File: config.mk
export PLATFORM = sky130hd
export DESIGN_NAME = codec_tx
export DESIGN_NICKNAME = d
export VERILOG_FILES = /design/src/rtl/codec_pkg.sv /design/src/rtl/codec_clkgen.sv /design/src/rtl/codec_tx.sv
export SDC_FILE = /design/constraint.sdc
export NUM_CORES = 1
export LEC_CHECK = 0
export CAP_MARGIN = 20
export CORE_MARGIN = 2
export CORE_UTILIZATION = 56
export DETAILED_ROUTE_END_ITERATION = 16
export PLACE_DENSITY = 0.8
export RECOVER_POWER = 50
export SKIP_LAST_GASP = 1
export SYNTH_ARGS = -nofsm -noshare
export SYNTH_HDL_FRONTEND = slang
export SYNTH_SLANG_ARGS = --single-unit
File: constraint.sdc
create_clock -name clk -period 2.86 [get_ports clk]
set_clock_uncertainty 0.15 [all_clocks]
set_input_delay 0.429 -clock clk [delete_from_list [all_inputs] [get_ports clk]]
set_output_delay 0.429 -clock clk [all_outputs]
set_load 0.01 [all_outputs]
File: src/rtl/codec_pkg.sv
// Shared audio types: sample width, stereo pair layout and I2S slot helpers.
package codec_pkg;

    localparam int SAMPLE_W   = 16;
    localparam int FRAME_BITS = 32;
    localparam int SLOT_W     = 5;

    typedef logic signed [SAMPLE_W-1:0] sample_t;

    typedef struct packed {
        sample_t lft;
        sample_t rht;
    } stereo_t;

    typedef logic [SLOT_W-1:0] slot_t;

    localparam slot_t SLOT_RST  = 5'd30;
    localparam slot_t SLOT_LAST = 5'd31;

    // Word select leads the data by one slot: right slot spans 15..30.
    function automatic logic ws_of(slot_t s);
        return (s >= 5'd15) && (s <= 5'd30);
    endfunction

endpackage

File: src/rtl/codec_clkgen.sv
// Bit clock, word select and slot index generator for the I2S transmitter.
module codec_clkgen
    import codec_pkg::*;
#(
    parameter int BCLK_DIV = 16
) (
    input  logic  clk,
    input  logic  rst_n,
    output logic  sclk,
    output logic  lrclk,
    output slot_t slot,
    output logic  fall_stb
);

    localparam logic [7:0] DIV_MAX = 8'(BCLK_DIV - 1);

    logic [7:0] div_cnt;
    logic       wrap;
    slot_t      slot_nxt;

    assign wrap     = (div_cnt == DIV_MAX);
    assign fall_stb = wrap & sclk;
    assign slot_nxt = slot + 5'd1;

    always_ff @(posedge clk or negedge rst_n) begin
        if (!rst_n) begin
            div_cnt <= '0;
            sclk    <= 1'b0;
            slot    <= SLOT_RST;
            lrclk   <= 1'b1;
        end else begin
            div_cnt <= wrap ? 8'd0 : div_cnt + 8'd1;
            if (wrap) begin
                sclk <= ~sclk;
            end
            if (fall_stb) begin
                slot  <= slot_nxt;
                lrclk <= ws_of(slot_nxt);
            end
        end
    end

endmodule

File: src/rtl/codec_tx.sv
// I2S DAC transmitter: valid/ready holding register feeding a 32-bit shifter.
// Optional CODEC_TX_MUTE_EN adds a mute input that zeroes loaded frames.
module codec_tx
    import codec_pkg::*;
#(
    parameter int BCLK_DIV = 16
) (
    input  logic                       clk,
    input  logic                       rst_n,
`ifdef CODEC_TX_MUTE_EN
    input  logic                       mute,
`endif
    input  logic signed [SAMPLE_W-1:0] lft,
    input  logic signed [SAMPLE_W-1:0] rht,
    input  logic                       vld,
    output logic                       rdy,
    output logic                       sclk,
    output logic                       lrclk,
    output logic                       sdata,
    output logic                       frm_strt,
    output logic                       underflow
);

    slot_t                 slot;
    logic                  fall_stb;
    logic                  load;
    logic                  accept;
    logic                  mute_w;
    logic                  full_q;
    logic                  full_nxt;
    stereo_t               hold_q;
    stereo_t               frame_nxt;
    logic [FRAME_BITS-1:0] shreg;

    codec_clkgen #(
        .BCLK_DIV (BCLK_DIV)
    ) u_clkgen (
        .clk      (clk),
        .rst_n    (rst_n),
        .sclk     (sclk),
        .lrclk    (lrclk),
        .slot     (slot),
        .fall_stb (fall_stb)
    );

`ifdef CODEC_TX_MUTE_EN
    assign mute_w = mute;
`else
    assign mute_w = 1'b0;
`endif

    assign load   = fall_stb && (slot == SLOT_LAST);
    assign accept = vld && rdy;
    assign sdata  = shreg[FRAME_BITS-1];

    // A load frees the holding register before a same-edge accept refills it.
    always_comb begin
        full_nxt = full_q;
        if (load) begin
            full_nxt = 1'b0;
        end
        if (accept) begin
            full_nxt = 1'b1;
        end
    end

    always_comb begin
        frame_nxt = '0;
        if (full_q && !mute_w) begin
            frame_nxt = hold_q;
        end
    end

    always_ff @(posedge clk or negedge rst_n) begin
        if (!rst_n) begin
            full_q    <= 1'b0;
            rdy       <= 1'b1;
            hold_q    <= '0;
            shreg     <= '0;
            frm_strt  <= 1'b0;
            underflow <= 1'b0;
        end else begin
            full_q    <= full_nxt;
            rdy       <= ~full_nxt;
            frm_strt  <= load;
            underflow <= load && !full_q;
            if (accept) begin
                hold_q.lft <= lft;
                hold_q.rht <= rht;
            end
            if (load) begin
                shreg <= frame_nxt;
            end else if (fall_stb) begin
                shreg <= {shreg[FRAME_BITS-2:0], 1'b0};
            end
        end
    end

endmodule

==> results_dict.tcl <==
set metrics [dict create \
    fin_util 0.680 \
    dp_cells 425 \
    finalHoldViolations 0 \
    final_cell_mix "dfrtp_1, nor2_1, clkdlybuf4s50_1" \
    core_area_um2 6280 \
    overflow 0 \
    gp_congestion 0.739 \
    numCtsBuffers 9 \
    tns_ns 0 \
    grt_pass1_wl_um 11100 \
    hp-class "flip-flop to flip-flop" \
    crit_type "input port to flip-flop" \
    area_growth_pct 18.3 \
    insertion_delay_ns 0.34 \
    grt_util_met3 0.0383 \
    final_area_um2 4270 \
    via_count 2453 \
    die-width_um 84.3 \
    max_freq_mhz 431 \
    cp.required_ns 2.93 \
    final-setup-viol-count 0 \
    leakage_nw 1.91 \
    r2r_end "full_q" \
    end_kind "flip-flop" \
    first_pass_iters 5 \
    syn-num-nets 361 \
    final_common_cell "dfrtp_1" \
    layout-drive-gt1-share 0.179 \
    ys_seq_area_frac 0.578 \
    drtAntennaViolNets 0 \
    synth_seq_cells 83 \
    die_y_um 84.3 \
    io_pins 41 \
    critPathArrivalTime_ns 2.39 \
    startpoint_type "input port" \
    cts_setup_buffers 0 \
    ir_worst_vdd_v 0.000365 \
    cts_tree "done" \
    row_count 29 \
    clk_pin_slew_ns 0.08 \
    synth-warning-count 0 \
    dieArea_um2 7100 \
    first_global_vias 2430 \
    cts_sinks 83 \
    use_met2 0.305 \
    nets 400 \
    finalCritPeriodShare 0.812 \
    cts_root_buffer "clkbuf_8" \
    drt-initial-drc-count 126 \
    r2r-start "u_clkgen.slot[1]" \
    period_minus_slack_ns 2.32 \
    diodes 0 \
    syn-cell-area_um2 3610 \
    r2r_slack_ns 0.57 \
    initial_core_util 0.575 \
    worst_slew_pin_slew_ns 1.16 \
    antenna_found_initial 0 \
    cts_max_level 3 \
    powerDensity_nw_per_um2 568 \
    grt_busiest_layer "met2" \
    placed_cell_area_um2 4090 \
    port_buffers 40 \
    via_per_inst 5.58 \
    grt_max_degree 73 \
    wirelength_um 6460 \
    wl_per_cell_um 14.7 \
    rr_worst_depth 6 \
    ys_types 32 \
    synthesis.instances 321 \
    hold_depth 1 \
    total_power_w 0.00242 \
    cap_violations 0 \
    cp_max_fo 20 \
    drv_slew 0 \
    min_to "u_clkgen.div_cnt[7]" \
    hp-start "u_clkgen.div_cnt[7]" \
    dp_hpwl_um 4290 \
    relSlewSlack 0.226 \
    drcViolationCount 0 \
    layout.cells.non_filler 440 \
    fillers 486 \
    grt_usage 0.198 \
    status "complete, no violations" \
    clock_path_buffers 2 \
    use_met1 0.268 \
    rsz0062_at_grt "false" \
    synth_area_per_cell_um2 11.2 \
]
## cell type report
type | instances | area [um^2] | area share
flip-flops and latches | 83 | 2080 | 0.489
well taps | 77 | 96.3 | 0.0226
multi-input cells | 211 | 1420 | 0.332
inverters | 6 | 22.5 | 0.00528
clock inverters | 5 | 56.3 | 0.0132
clock buffers | 9 | 124 | 0.0290
repair buffers | 49 | 468 | 0.110
## synth_stat cells
cell type | instances | share of area
o221ai_1 | 1 | 0.0024
nor2_1 | 40 | 0.042
buf_1 | 3 | 0.0031
nor2b_1 | 31 | 0.054
and4_1 | 1 | 0.0024
buf_2 | 4 | 0.0055
nor3_1 | 1 | 0.0014
dfrtp_1 | 77 | 0.53
a21boi_0 | 1 | 0.0021
inv_1 | 6 | 0.0062
clkbuf_1 | 13 | 0.014
a21oi_1 | 32 | 0.044
a21bo_2 | 1 | 0.0028
nand4_1 | 3 | 0.0052
ha_1 | 5 | 0.017
o21ai_0 | 2 | 0.0028
dfstp_2 | 6 | 0.044
nand2_1 | 7 | 0.0073
nand3_1 | 3 | 0.0042
nand3b_1 | 1 | 0.0021
nand2b_1 | 1 | 0.0017
buf_4 | 1 | 0.0021
xor2_1 | 4 | 0.0097
a31oi_1 | 31 | 0.054
a211o_1 | 1 | 0.0024
mux2_2 | 34 | 0.11
nor3_4 | 1 | 0.0045
a22o_1 | 1 | 0.0024
nor4_1 | 1 | 0.0017
xnor2_1 | 6 | 0.015
or4_4 | 1 | 0.0031
and3_1 | 1 | 0.0017
## how the worst max path moves through the flow
stage                  to              from  slack [ns]  cells past startpoint
6_report       hold_q[15]               vld        0.54                      4
5_1_grt               rdy  u_clkgen.slot[1]        0.39                      6
4_1_cts            full_q  u_clkgen.slot[1]        0.58                      6
3_5_place_dp       full_q  u_clkgen.slot[1]        0.61                      6
3_3_place_gp    shreg[14]  u_clkgen.slot[1]        0.68                      7
2_1_floorplan   shreg[31]  u_clkgen.slot[1]        0.53                      8
## logic make-up after synthesis
family | Yosys count | share of synthesized area
AOI/OAI and AO/OA | 70 | 0.113
xor gates and xnor gates | 10 | 0.0243
adders and majority gates | 5 | 0.0173
buffers and inverters | 27 | 0.0305
DFF | 83 | 0.578
muxes | 34 | 0.106
and+or+nand+nor | 92 | 0.131
## metrics by stage
step,setup slack [ns],hold WS (ns)
floorplan,0.526,-0.0166
global placement,0.681,0.295
detailed placement,0.612,0.296
CTS,0.583,0.353
global route,0.385,0.361
finish,0.538,0.349
## layer usage
| metal | routed length, um | vias up |
|---|---|---|
| li1 | - | 1189 |
| met3 | 183 | 12 |
| met2 | 3140 | 50 |
| met4 | 130 | 0 |
| met1 | 3010 | 1202 |
| met5 | 0 | - |
## worst max-delay path: stages
cell and delay (ns):
dlygate4sd3_1 0.57, nand2_1 0.09, clkbuf_1 0.86, mux2_2 0.44
## registers in the layout, summed over array words and instances, names as in the netlist
name and cells:
u_clkgen.slot 5, u_clkgen.lrclk 1, u_clkgen.div_cnt 8, hold_q 32
u_clkgen.sclk 1, shreg 32, frm_strt 1, full_q 1
rdy 1, underflow 1
## power by group
group          switching (W)  leakage [nW]  internal [W]  total (W)
clock network       0.000394        0.0909      0.000392   0.000786
registers          0.0000912          1.05       0.00131    0.00140
logic              0.0000786         0.768      0.000153   0.000232
## what timing repair did
item                      4_1_cts  5_1_grt
hold endpoints to repair       36        0
hold buffers                    1        0
resized for setup               0        0
No activity file was read; power rests on OpenSTA's default activity.
